<file path="config.mk">
export PLATFORM = sky130hd
export DESIGN_NAME = vga_timing_gen
export DESIGN_NICKNAME = d
export VERILOG_FILES = /design/src/rtl/vga_timing_gen.sv
export SDC_FILE = /design/constraint.sdc
export NUM_CORES = 1
export LEC_CHECK = 0
export ABC_AREA = 0
export BUFFER_PORTS_ARGS = -buffer_cell sky130_fd_sc_hd__buf_2
export CORE_ASPECT_RATIO = 0.9
export CORE_MARGIN = 5
export CORE_UTILIZATION = 55
export DETAILED_ROUTE_END_ITERATION = 6
export PLACE_DENSITY = 0.84
export SLEW_MARGIN = 10
export SYNTH_ARGS = -nofsm -noshare
export SYNTH_HDL_FRONTEND = slang
export SYNTH_SLANG_ARGS = --single-unit
export TNS_END_PERCENT = 50
</file>
<file path="constraint.sdc">
create_clock -name vga_clk -period 7.85 [get_ports vga_clk]
set_clock_uncertainty 0.15 [all_clocks]
set_input_delay 0.3925 -clock vga_clk [delete_from_list [all_inputs] [get_ports vga_clk]]
set_output_delay 0.3925 -clock vga_clk [all_outputs]
set_load 0.005 [all_outputs]
</file>
<file path="src/rtl/vga_timing_gen.sv">
// vga_timing_gen: free-running VGA raster timing source.
// Drives DrawX/DrawY counters, blank, active-low hs/vs and per-frame pulses.
// Optional macro VGA_SYNC_ALIGN_EN adds one register stage on hs/vs/blank so
// they line up with renderer RGB that is registered one clock after DrawX/DrawY.
module vga_timing_gen #(
    parameter int H_VISIBLE = 640,
    parameter int H_FRONT   = 16,
    parameter int H_SYNC    = 96,
    parameter int H_BACK    = 48,
    parameter int V_VISIBLE = 480,
    parameter int V_FRONT   = 10,
    parameter int V_SYNC    = 2,
    parameter int V_BACK    = 33,
    parameter int CNT_W     = 10
) (
    input  logic             vga_clk,
    input  logic             reset,
    output logic [CNT_W-1:0] DrawX,
    output logic [CNT_W-1:0] DrawY,
    output logic             blank,
    output logic             hs,
    output logic             vs,
    output logic             frame_start,
    output logic             vblank_start
);

    localparam int H_TOTAL = H_VISIBLE + H_FRONT + H_SYNC + H_BACK;
    localparam int V_TOTAL = V_VISIBLE + V_FRONT + V_SYNC + V_BACK;

    localparam logic [CNT_W-1:0] H_LAST   = CNT_W'(H_TOTAL - 1);
    localparam logic [CNT_W-1:0] V_LAST   = CNT_W'(V_TOTAL - 1);
    localparam logic [CNT_W-1:0] H_VIS    = CNT_W'(H_VISIBLE);
    localparam logic [CNT_W-1:0] V_VIS    = CNT_W'(V_VISIBLE);
    localparam logic [CNT_W-1:0] H_SYNC_S = CNT_W'(H_VISIBLE + H_FRONT);
    localparam logic [CNT_W-1:0] H_SYNC_E = CNT_W'(H_VISIBLE + H_FRONT + H_SYNC);
    localparam logic [CNT_W-1:0] V_SYNC_S = CNT_W'(V_VISIBLE + V_FRONT);
    localparam logic [CNT_W-1:0] V_SYNC_E = CNT_W'(V_VISIBLE + V_FRONT + V_SYNC);

    logic [CNT_W-1:0] x_nxt;
    logic [CNT_W-1:0] y_nxt;
    logic             blank_d;
    logic             hs_d;
    logic             vs_d;
    logic             frame_d;
    logic             vblank_d;

    // Next counter position: DrawX wraps each line, DrawY advances on the wrap.
    always_comb begin
        x_nxt = DrawX + 1'b1;
        y_nxt = DrawY;
        if (DrawX == H_LAST) begin
            x_nxt = '0;
            if (DrawY == V_LAST) begin
                y_nxt = '0;
            end else begin
                y_nxt = DrawY + 1'b1;
            end
        end
    end

    // Decode outputs from the next position so registered outputs match the counters.
    always_comb begin
        blank_d  = (x_nxt < H_VIS) && (y_nxt < V_VIS);
        hs_d     = !((x_nxt >= H_SYNC_S) && (x_nxt < H_SYNC_E));
        vs_d     = !((y_nxt >= V_SYNC_S) && (y_nxt < V_SYNC_E));
        frame_d  = (x_nxt == '0) && (y_nxt == '0);
        vblank_d = (x_nxt == '0) && (y_nxt == V_VIS);
    end

    // Counter and frame-pulse registers; reset parks at (0,0) without a pulse.
    always_ff @(posedge vga_clk or posedge reset) begin
        if (reset) begin
            DrawX        <= '0;
            DrawY        <= '0;
            frame_start  <= 1'b0;
            vblank_start <= 1'b0;
        end else begin
            DrawX        <= x_nxt;
            DrawY        <= y_nxt;
            frame_start  <= frame_d;
            vblank_start <= vblank_d;
        end
    end

`ifdef VGA_SYNC_ALIGN_EN
    logic blank_r;
    logic hs_r;
    logic vs_r;

    // Sync/blank pipeline: first stage is counter-coherent, second lags by one clock.
    always_ff @(posedge vga_clk or posedge reset) begin
        if (reset) begin
            blank_r <= 1'b1;
            hs_r    <= 1'b1;
            vs_r    <= 1'b1;
            blank   <= 1'b1;
            hs      <= 1'b1;
            vs      <= 1'b1;
        end else begin
            blank_r <= blank_d;
            hs_r    <= hs_d;
            vs_r    <= vs_d;
            blank   <= blank_r;
            hs      <= hs_r;
            vs      <= vs_r;
        end
    end
`else
    // Sync/blank registers, coincident with DrawX/DrawY.
    always_ff @(posedge vga_clk or posedge reset) begin
        if (reset) begin
            blank <= 1'b1;
            hs    <= 1'b1;
            vs    <= 1'b1;
        end else begin
            blank <= blank_d;
            hs    <= hs_d;
            vs    <= vs_d;
        end
    end
`endif

endmodule

</file>
Yosys cells after proc, flatten, opt, wreduce, memory -nomap -nowiden:

Cells that the tools add are included.

* flip-flop bits (word level): 25
* word-level logic and storage cells: 30
* output and inout bits: 25

* reduce and logical (&&, ||, !) cells: 9
* order comparisons: 6
* add/sub/neg operators: 2
* equal/unequal tests: 3
* multiplexer cells: 3

Operator list (number)
* $mux W10: 3
* $add A10 B1 Y10 const B: 2
* $eq A10 B10 Y1 const B: 2
* $logic_not A10 Y1: 2
* $lt A10 B10 Y1 const B: 2
* $lt A10 B9 Y1 const B: 2
* $eq A10 B9 Y1 const B: 1
* $ge A10 B10 Y1 const B: 1
* $ge A10 B9 Y1 const B: 1
* $logic_and A1 B1 Y1: 5
* $logic_not A1 Y1: 2

Longest topological paths before layout:

Gate-level depths: netlist of the first run.

* depth in word-level cells: 6
* gate-level depth with buffers: 8

Worst setup path before layout of the first run:

Ideal clock, no wire load.

* path type: register -> register
* start point: reg DrawX[0]
* end point: reg vs
* path buffers: 1
* arrival: 2398 ps
* required time: 7606 ps
* cell stages (with the launch flop): 9
* setup slack: 5208 ps
* path through: dfrtp_1 -> ha_1 -> and4_1 -> clkbuf_1 -> nand3_2 -> a21o_2 -> a22o_2 -> nand4b_1 -> or4b_1

* cells in the longest elaborated chain, start to end: 5
* elaborated cells between the ends (all ways): 6
* those cells by class: order compare (2); eq/ne (1); mux (1); reduce/logical (2)

RTL lines
* start, declared: RTL line 18 `output logic [CNT_W-1:0] DrawX,`
* start signal, assigned: RTL line 78 `DrawX <= x_nxt;`
* $eq A10 B10 Y1 (*): RTL line 51 `if (DrawX == H_LAST) begin`
* $mux W10 (*): RTL line 51
* net y_nxt[9]: RTL line 40 `logic [CNT_W-1:0] y_nxt;`
* $ge A10 B9 Y1 or $lt A10 B9 Y1 (tied branches): RTL line 65 `vs_d = !((y_nxt >= V_SYNC_S) && (y_nxt < V_SYNC_E));`
* $logic_and A1 B1 Y1 (*): RTL line 65
* $logic_not A1 Y1 (*): RTL line 65
* net vs_d: RTL line 43 `logic vs_d;`
* end signal, assigned: RTL line 118 `vs <= vs_d;`
* end, declared: RTL line 22 `output logic vs,`

Mark *: on every way through the listed nets, which the timed path passes. The rest lies on a longest branch.

Worst setup path in the final report of the first run:

* start point: reg DrawX[5]
* end point: reg vs

The elaborated chain is that of the path after synthesis.

==> metrics, run 1 <==
startpoint type of the worst setup path=register; data required time at the worst endpoint=7970 ps; netlist area before placement=approximately 1600 µm²; Unique masters post-synth=55; global router's overall resource usage=roughly a fifth; post-layout minimum cycle time=~3000 ps; pin count of the biggest net entering global routing=26; Max Cap Violations=0; final setup violating endpoints=0; post-route worst setup slack=just under 5000 ps; Ys Warns=0; path type of the worst min-delay path=in -> async; Placement Rows=18; unrepaired setup endpoints after global routing=false; Max H-tree Level=1; count of pins on the block boundary=27; antenna violations before repair=0; layout cells sized above 1=between 20% and 30%; clock slew seen by the registers of the worst setup and hold paths=roughly 140 ps; total die area=4055 µm²; die extent in y=between 60 and 70 µm; sequential fraction of the synthesis area=between 30% and 40%; total core area=~2700 µm²; detailed-routing iteration count for the pre-antenna-repair pass=4; core occupancy in the finished layout=61.75%; routed length on met2=between 1.5 and 2 mm; vias in the first global route=roughly 1,200; transition time at the pin with the least slew margin=roughly 900 ps; starting utilization of the core area=57.65%; clock buffers created by TritonCTS=3; area added between synthesis and finish=7.109%; most common library cell in the layout ignoring fill and taps=sky130_fd_sc_hd__buf_2; Post-CTS Resized=0; count of nets left with antenna violations after detail routing=0; number of buffer cells added on primary ports=26; WL met3=between 300 and 400 µm; root buf cell=sky130_fd_sc_hd__clkbuf_4; clock insertion delay at the later pin of the skew report=around 340 ps; global-route wire length before repair=6.044 mm; endpoint kind of the worst setup timing path=register; Synth Register Bits=25; Avg Synthesized Cell Area=9.542 µm²; most used cells in the layout excluding fill and tap cells=sky130_fd_sc_hd__buf_2, sky130_fd_sc_hd__dfrtp_1, sky130_fd_sc_hd__nor2_1; Final Hold Viols=0; die extent in x=approximately 67 µm; total power of the final layout=around 190 µW; worst-path maximum fanout=13; number of buffers added for setup after CTS=0; detail-routed via count per cell=~6.0; total detailed-routing wirelength=~3.7 mm; HPWL after DPL=2.729 mm; critical setup path kind=reg -> reg; status=completed; cell leakage power=slightly below 0.0008 µW; timing-limited maximum frequency=between 300 and 400 MHz; average routed wire per standard cell=about 16 µm; ys async rst share=100.0%; Pwr Density=113.3 nW/µm²; drt first-iter violations=~150; number of vias after detailed routing=roughly 1,400; instance area after placement=about 1700 µm²; count of nets after finishing=about 190; gate count of the mapped netlist=between 150 and 200; dominant register cell in the synthesized netlist=sky130_fd_sc_hd__dfrtp_1; # clock sinks=25; number of inserted diodes=0; worst slack at placement=around 4900 ps; uppermost layer routed=met4; Routability Congestion=slightly above 0.9; overall overflow remaining after global route=0; nets in the synthesized netlist=171; finished layout cell area=around 1700 µm²; Residual DRC=0; count of hold-fix buffers inserted at cts=0; final worst path period share=37.77%; TritonCTS clock tree=done; maximum clock insertion buffer count=2; number of flops mapped to enable cells by yosys=0; relative slew slack=roughly two fifths; routed metal-1 wirelength=1.600 mm; maximum vdd drop=approximately 0.095 mV; Critical Path AT=3080 ps; Final Slew Violations=0; final setup TNS=0 ps
synthesized netlist by cell type, types with 2 or more instances:
library cell | n | area (µm²)
sky130_fd_sc_hd__xnor2_1 | 7 | 61.31
sky130_fd_sc_hd__a31oi_1 | 2 | 12.51
sky130_fd_sc_hd__nand4_1 | 7 | 43.79
sky130_fd_sc_hd__clkbuf_8 | 5 | 68.82
sky130_fd_sc_hd__and3_1 | 4 | 25.02
sky130_fd_sc_hd__clkbuf_1 | 2 | 7.510
sky130_fd_sc_hd__a21oi_1 | 5 | 25.02
sky130_fd_sc_hd__or3_1 | 2 | 12.51
sky130_fd_sc_hd__a22oi_1 | 2 | 15.01
sky130_fd_sc_hd__ha_1 | 3 | 37.54
sky130_fd_sc_hd__xor2_1 | 6 | 52.55
sky130_fd_sc_hd__o21ai_0 | 4 | 20.02
sky130_fd_sc_hd__dfrtp_1 | 22 | 550.5
sky130_fd_sc_hd__and2_2 | 2 | 15.01
sky130_fd_sc_hd__nor2b_1 | 3 | 18.77
sky130_fd_sc_hd__inv_1 | 8 | 30.03
sky130_fd_sc_hd__nand3_1 | 8 | 40.04
sky130_fd_sc_hd__o31ai_1 | 3 | 22.52
sky130_fd_sc_hd__dfstp_2 | 3 | 78.83
sky130_fd_sc_hd__nor3_1 | 2 | 10.01
sky130_fd_sc_hd__nor2_1 | 16 | 60.06
sky130_fd_sc_hd__a211oi_1 | 2 | 15.01
sky130_fd_sc_hd__nand2_1 | 14 | 52.55
sky130_fd_sc_hd__o2111ai_1 | 2 | 17.52
sky130_fd_sc_hd__nor4_1 | 2 | 12.51
power breakdown:
part	leakage, µW	switching (µW)	internal [µW]
clock	0.0000139	41.2	19.6
sequential	0.000325	0	129
combinational	0.000431	2.39	0.199
total	0.000769	43.6	149
metrics by stage:
step	hold WS (ps)	cells
after floorplan	267.6	166
after global placement	373.4	222
after detailed placement	397.4	222
after CTS	122.2	226
after global routing	179.8	226
final	74.67	226
cell families (layout without fill, tap and decap cells):
family,after synthesis,in the layout,share of synthesized area (%)
simple gates,77,77,28.99
compound gates,29,29,12.95
flops,25,25,39.73
buf+inv,18,38,8.057
xor+xnor,13,13,7.188
fa+ha+maj,3,3,2.370
mux,1,1,0.7108
area by class of cell:
cell class	count	area (µm²)
Tap cell	40	50.05
Multi-Input combinational cell	123	827.0
Sequential cell	25	629.4
Inverter	8	30.03
Clock buffer	3	22.52
Clock inverter	1	7.507
Fill cell	248	1051
Timing Repair Buffer	26	130.1
worst paths after layout:
kind | cells past startpoint | from | to | slack, ps
min | 2 | reset | vblank_start$_DFF_PP0_ | 70
max reg2reg | 6 | DrawX[5]$_DFF_PP0_ | vs$_DFF_PP1_ | 4890
min reg2reg | 1 | DrawX[0]$_DFF_PP0_ | DrawX[0]$_DFF_PP0_ | 410
max in group asynchronous | 2 | reset | DrawY[8]$_DFF_PP0_ | 6910
max | 6 | DrawX[5]$_DFF_PP0_ | vs$_DFF_PP1_ | 4890
min in group vga_clk | 1 | DrawX[0]$_DFF_PP0_ | DrawX[0]$_DFF_PP0_ | 410
per-layer routing:
layer / track usage, % / vias up
met3: 4.630 / 8
met1: 27.99 / 634
met2: 30.23 / 76
li1: - / 639
met4: 6.087 / 0
met5: 0 / -
worst max-delay path: stages (launching register included):
cell	delay [ps]
sky130_fd_sc_hd__dfrtp_1	560
sky130_fd_sc_hd__or4b_4	650
sky130_fd_sc_hd__nor3_2	490
sky130_fd_sc_hd__a31oi_1	150
sky130_fd_sc_hd__a21oi_1	200
sky130_fd_sc_hd__nand4b_1	160
sky130_fd_sc_hd__or4b_1	530
flip-flops by register name, indices dropped and copies added (netlist names):
register / cells
hs: 1
frame_start: 1
blank: 1
DrawY: 10
vblank_start: 1
DrawX: 10
vs: 1
Note: power is estimated with default switching activity, not from simulation.
==> run 2, diff against run 1 <==
Settings changed: CORE_UTILIZATION 55 to 50, PLACE_DENSITY 0.84 to 0.81.
Clock period 7.85 ns to 2.7 ns, I/O delays scaled along.
==> run 2 against run 1 <==
Register-to-register slack lost 4800 ps. Critical path type unchanged. First-iteration DRC count fell by 11%. Count of clock-buffer cells in the layout increased by 1. Wire length grew 9.9%. Total power grew to 2.9 times the previous value. Non-clock buffer count is 24 higher. Utilization rose by 1.4 points. Die area increased by 8.4%. Largest cell class unchanged. Via count increased by 12%. Clock power rose to 2.8 times the previous value.
==> metrics, run 2 (same netlist as run 1, synthesis figures left out) <==
Max Cap Violations=0; die extent in y=between 60 and 70 µm; worst-path maximum fanout=4; transition time at the pin with the least slew margin=963.2 ps; clock slew seen by the registers of the worst setup and hold paths=roughly 130 ps; final setup TNS=0 ps; Final Hold Viols=0; root buf cell=sky130_fd_sc_hd__clkbuf_4; final setup violating endpoints=0; status=completed; Routability Congestion=around 1.0; # clock sinks=25; filler-free cell count of the finished design=252; Critical Path AT=about 2800 ps; number of vias after detailed routing=approximately 1,500; final worst path period share=98.37%; vias in the first global route=about 1,500; total power of the final layout=between 500 and 600 µW; path type of the worst min-delay path=reg -> reg; post-layout minimum cycle time=2656 ps; maximum vdd drop=0.1754 mV; Top Registers=DrawX x10, DrawY x10; number of buffer cells added on primary ports=26; most used cells in the layout excluding fill and tap cells=sky130_fd_sc_hd__buf_2, sky130_fd_sc_hd__buf_4, sky130_fd_sc_hd__dfrtp_1; Final Slew Violations=0; global router's overall resource usage=between 10% and 20%; layout cells sized above 1=a little over a third; endpoint kind of the worst setup timing path=register; drt first-iter violations=between 100 and 150; detail-routed via count per cell=~6; endpoint of the most critical register-to-register path=vs$_DFF_PP1_; data required time at the worst endpoint=2810 ps; relative slew slack=a little over a third; die extent in x=69.33 µm; worst slack at placement=105.6 ps; detailed-routing iteration count for the pre-antenna-repair pass=4; count of pins on the block boundary=27; clock insertion delay at the later pin of the skew report=320 ps; total detailed-routing wirelength=just over 4 mm; Cell Count Post-Placement=~250; total die area=around 4400 µm²; critical setup path kind=reg -> reg; capturing element of the worst setup path=vs$_DFF_PP1_; clock buffers created by TritonCTS=3; Max H-tree Level=1; startpoint of the worst register-to-register path=DrawX[6]$_DFF_PP0_; timing-limited maximum frequency=roughly 380 MHz; pin count of the biggest net entering global routing=26; most common library cell in the layout ignoring fill and taps=sky130_fd_sc_hd__buf_2; maximum clock insertion buffer count=2; worst reg-to-reg path cell count=6; post-route worst setup slack=43.93 ps; antenna violations before repair=0; startpoint type of the worst setup path=register; register-to-register setup slack=40 ps; launch point of the critical path=DrawX[6]$_DFF_PP0_; global-route wire length before repair=just under 7 mm; average routed wire per standard cell=~16 µm; area added between synthesis and finish=21.33%; count of nets left with antenna violations after detail routing=0; starting utilization of the core area=between 50% and 60%; count of nets after finishing=roughly 220; HPWL after DPL=3.020 mm; TritonCTS clock tree=done; Pwr Density=between 200 and 300 nW/µm²; Residual DRC=0; total core area=about 3000 µm²; number of inserted diodes=0; cell leakage power=between 0.0009 and 0.001 µW; Placement Rows=19; overall overflow remaining after global route=0
## run 2: report_power, final
group | internal (µW) | total (µW) | switching (µW)
clock | 58.0 | 170 | 112
combinational | 1.51 | 8.94 | 7.43
sequential | 375 | 375 | 0
total | 434 | 554 | 120
## run 2: layout make-up
class / instances / area (µm²)
clock buffers: 4 / 26.28
fillers: 263 / 1121
inverters: 8 / 30.03
multi-input cells: 123 / 870.8
flip-flops and latches: 25 / 629.4
well taps: 42 / 52.55
repair buffers: 50 / 312.8
## run 2: repair_timing
item,in CTS,in global routing
resized for setup,0,7
buffers inserted,0,2
hold buffers,1,0
endpoints found under the hold margin,22,0
setup endpoints to repair,0,3
## run 2: per-layer routing
layer / routed length, µm / up-vias / part of all wire, % / GRT usage (%)
met2: 1702 / 102 / 42 / 28.10
li1: - / 690 / - / -
met1: 1755 / 700 / 43 / 25.87
met4: 181 / 0 / 4.5 / 8.780
met5: 0 / - / 0 / 0
met3: 424 / 29 / 10 / 5.882
## run 2: per-stage QoR
step           hold slack (ps)  instance area (µm²)  util, %
2_1_floorplan            10.10                 1584        -
3_3_place_gp             224.5                 1827    60.03
3_5_place_dp             235.1                 1827    60.03
4_1_cts                  371.1                 1863    61.23
5_1_grt                  384.4                 1922    63.16
6_report                 365.9                 1922    63.16
## run 2: critical path: stages, from the launching register on
cell and delay [ps]:
sky130_fd_sc_hd__dfrtp_1 440, sky130_fd_sc_hd__or4b_4 590, sky130_fd_sc_hd__nor4_1 430, sky130_fd_sc_hd__xnor2_1 170, sky130_fd_sc_hd__nor2b_1 140, sky130_fd_sc_hd__nand4b_1 140, sky130_fd_sc_hd__or4b_1 520
## run 2: how the worst min path moves through the flow
stage                               to               start  cells after the start  slack, ps
floorplan           DrawX[0]$_DFF_PP0_               reset                      1         10
global placement    DrawY[3]$_DFF_PP0_               reset                      2        220
detailed placement  DrawY[3]$_DFF_PP0_               reset                      2        240
CTS                 DrawX[1]$_DFF_PP0_  DrawX[1]$_DFF_PP0_                      1        370
global route        DrawX[1]$_DFF_PP0_  DrawX[1]$_DFF_PP0_                      1        380
finish              DrawX[1]$_DFF_PP0_  DrawX[1]$_DFF_PP0_                      1        370
==> run 3, diff against run 2 <==
Settings changed: CORE_UTILIZATION 50 to 55, PLACE_DENSITY 0.81 to 0.84, SETUP_SLACK_MARGIN set to 0.02.
Clock period 2.7 ns to 2.8 ns, I/O delays scaled along.
==> run 3 against run 2 <==
Non-clock buffer count shrank 7. Total power fell by 3.0%. Utilization increased by 4.5 points. Final cell count fell by 3.6%. Critical path type unchanged. Global-route usage rose by 2.0 points. Via count fell by 2.6%. Register-to-register slack gained 30 ps. Clock power about the same. Combinational power is 5.6% lower. Sequential cell count unchanged. Final area is 3.3% lower. Critical endpoint unchanged. First-iteration DRC count decreased by 9.6%.
==> metrics, run 3 (same netlist as run 1, synthesis figures left out) <==
timing-limited maximum frequency=roughly 370 MHz; antenna violations before repair=0; path type of the worst min-delay path=in -> async; cell class contributing the biggest share of worst-path delay=simple AND/OR/NAND/NOR gates; Final Hold Viols=0; post-layout minimum cycle time=between 2000 and 3000 ps; endpoint kind of the worst setup timing path=register; count of nets left with antenna violations after detail routing=0; most common library cell in the layout ignoring fill and taps=sky130_fd_sc_hd__buf_2; maximum vdd drop=0.1944 mV; worst slack at placement=-6.435 ps; status=completed; number of inserted diodes=0; detailed-routing iteration count for the pre-antenna-repair pass=4; filler-free cell count of the finished design=approximately 240; maximum clock insertion buffer count=2; clock buffers created by TritonCTS=3; count of pins on the block boundary=27; average routed wire per standard cell=around 16 µm; final worst path period share=about 97%; data required time at the worst endpoint=a little under 3000 ps; Final Slew Violations=0; routed metal-1 wirelength=approximately 1.7 mm; WL met3=about 310 µm; Residual DRC=0; root buf cell=sky130_fd_sc_hd__clkbuf_4; starting utilization of the core area=about 58%; cell leakage power=0.0008581 µW; HPWL after DPL=approximately 2.8 mm; max incr delay on CP=about 600 ps; Top Registers=DrawX x10, DrawY x10; final setup TNS=0 ps; number of buffer cells added on primary ports=26; total core area=between 2000 and 3000 µm²; Pwr Density=a little under 300 nW/µm²; area of combinational cells with multiple inputs=860.8 µm²; Critical Path AT=between 2000 and 3000 ps; uppermost layer routed=met4; Max H-tree Level=1; die extent in x=around 67 µm; pin count of the biggest net entering global routing=26; # clock sinks=25; die extent in y=60.91 µm; global-route wire length before repair=roughly 6.5 mm; vias in the first global route=about 1,300; critical path's slowest cell=sky130_fd_sc_hd__or4b_4; transition time at the pin with the least slew margin=just over 900 ps; drt first-iter violations=123; count of nets after finishing=209; area added between synthesis and finish=17.30%; overall overflow remaining after global route=0; post-route worst setup slack=roughly 74 ps; TritonCTS clock tree=done; instance area after placement=approximately 1800 µm²; clock slew seen by the registers of the worst setup and hold paths=around 140 ps; Max Cap Violations=0; layout cells sized above 1=about 33%; worst-path maximum fanout=4; finished layout cell area=1858 µm²; routed length on met2=about 1.8 mm; number of vias after detailed routing=about 1,500; final setup violating endpoints=0; most used cells in the layout excluding fill and tap cells=sky130_fd_sc_hd__buf_2, sky130_fd_sc_hd__dfrtp_1, sky130_fd_sc_hd__nor2_1, sky130_fd_sc_hd__buf_4, sky130_fd_sc_hd__nand2_1; clock insertion delay at the later pin of the skew report=roughly 330 ps; total die area=between 4000 and 5000 µm²; number of filler cells placed in the layout=approximately 230; detail-routed via count per cell=between 6 and 7; Routability Congestion=roughly 0.96; critical setup path kind=reg -> reg; critical path, cell by cell=or4b_4, nor4_4, xor2_1, nor2b_2, nand4b_1, or4b_1; WP buf/inv=0; area taken by flip-flops and latches=between 600 and 700 µm²; global router's overall resource usage=a little over a fifth; Placement Rows=18; relative slew slack=between 30% and 40%; total detailed-routing wirelength=roughly 3.9 mm; Cell Count Post-Placement=around 240; startpoint type of the worst setup path=register
## run 3: worst register-to-register path, stage by stage (launching register included)
cell	delay, ps
sky130_fd_sc_hd__dfrtp_1	440
sky130_fd_sc_hd__or4b_4	600
sky130_fd_sc_hd__nor4_4	320
sky130_fd_sc_hd__xor2_1	230
sky130_fd_sc_hd__nor2b_2	190
sky130_fd_sc_hd__nand4b_1	160
sky130_fd_sc_hd__or4b_1	560
## run 3: stage by stage
step	power, µW	hold WS [ps]	utilization, %
floorplan	373.3	15.10	-
global placement	375.6	226.6	64.21
detailed placement	375.9	242.2	64.21
CTS	536.9	391.5	65.85
global route	561.0	437.7	67.62
finish	537.6	390.0	67.62
## run 3: repair_timing
item | 4_1_cts | 5_1_grt
setup endpoints to repair | 1 | 3
hold buffers | 1 | 0
setup buffers | 1 | 2
resized for setup | 0 | 6
pin swaps | 0 | 1
hold endpoints to repair | 22 | 0
## run 3: final timing paths
kind	start	to	slack [ps]	cells after the start
min	reset	DrawX[6]$_DFF_PP0_	390	3
max	DrawX[5]$_DFF_PP0_	vs$_DFF_PP1_	70	6
max in group asynchronous	reset	DrawX[2]$_DFF_PP0_	1550	3
min reg2reg	DrawX[0]$_DFF_PP0_	DrawX[1]$_DFF_PP0_	420	1
max reg2reg	DrawX[5]$_DFF_PP0_	vs$_DFF_PP1_	70	6
min in group vga_clk	DrawX[0]$_DFF_PP0_	DrawX[1]$_DFF_PP0_	420	1
## run 3: layer usage
metal | track usage, % | up-vias
li1 | - | 678
met1 | 29.87 | 707
met2 | 32.49 | 82
met3 | 3.889 | 14
met4 | 8.116 | 0
met5 | 0 | -
## run 3: report_power, final
group,leakage [µW],total (µW),switching (µW),internal [µW]
clock network,0.0000177,168,114,53.8
logic,0.000516,8.44,6.98,1.46
registers,0.000325,361,0,361
## run 3: area by class of cell
cell class	count	area share (%)
inverter	8	1.616
clock buffer	3	1.212
multi-input combinational	123	46.33
tap	40	2.694
clock inverter	1	0.2694
sequential	25	33.87
timing repair buffer	43	14.01
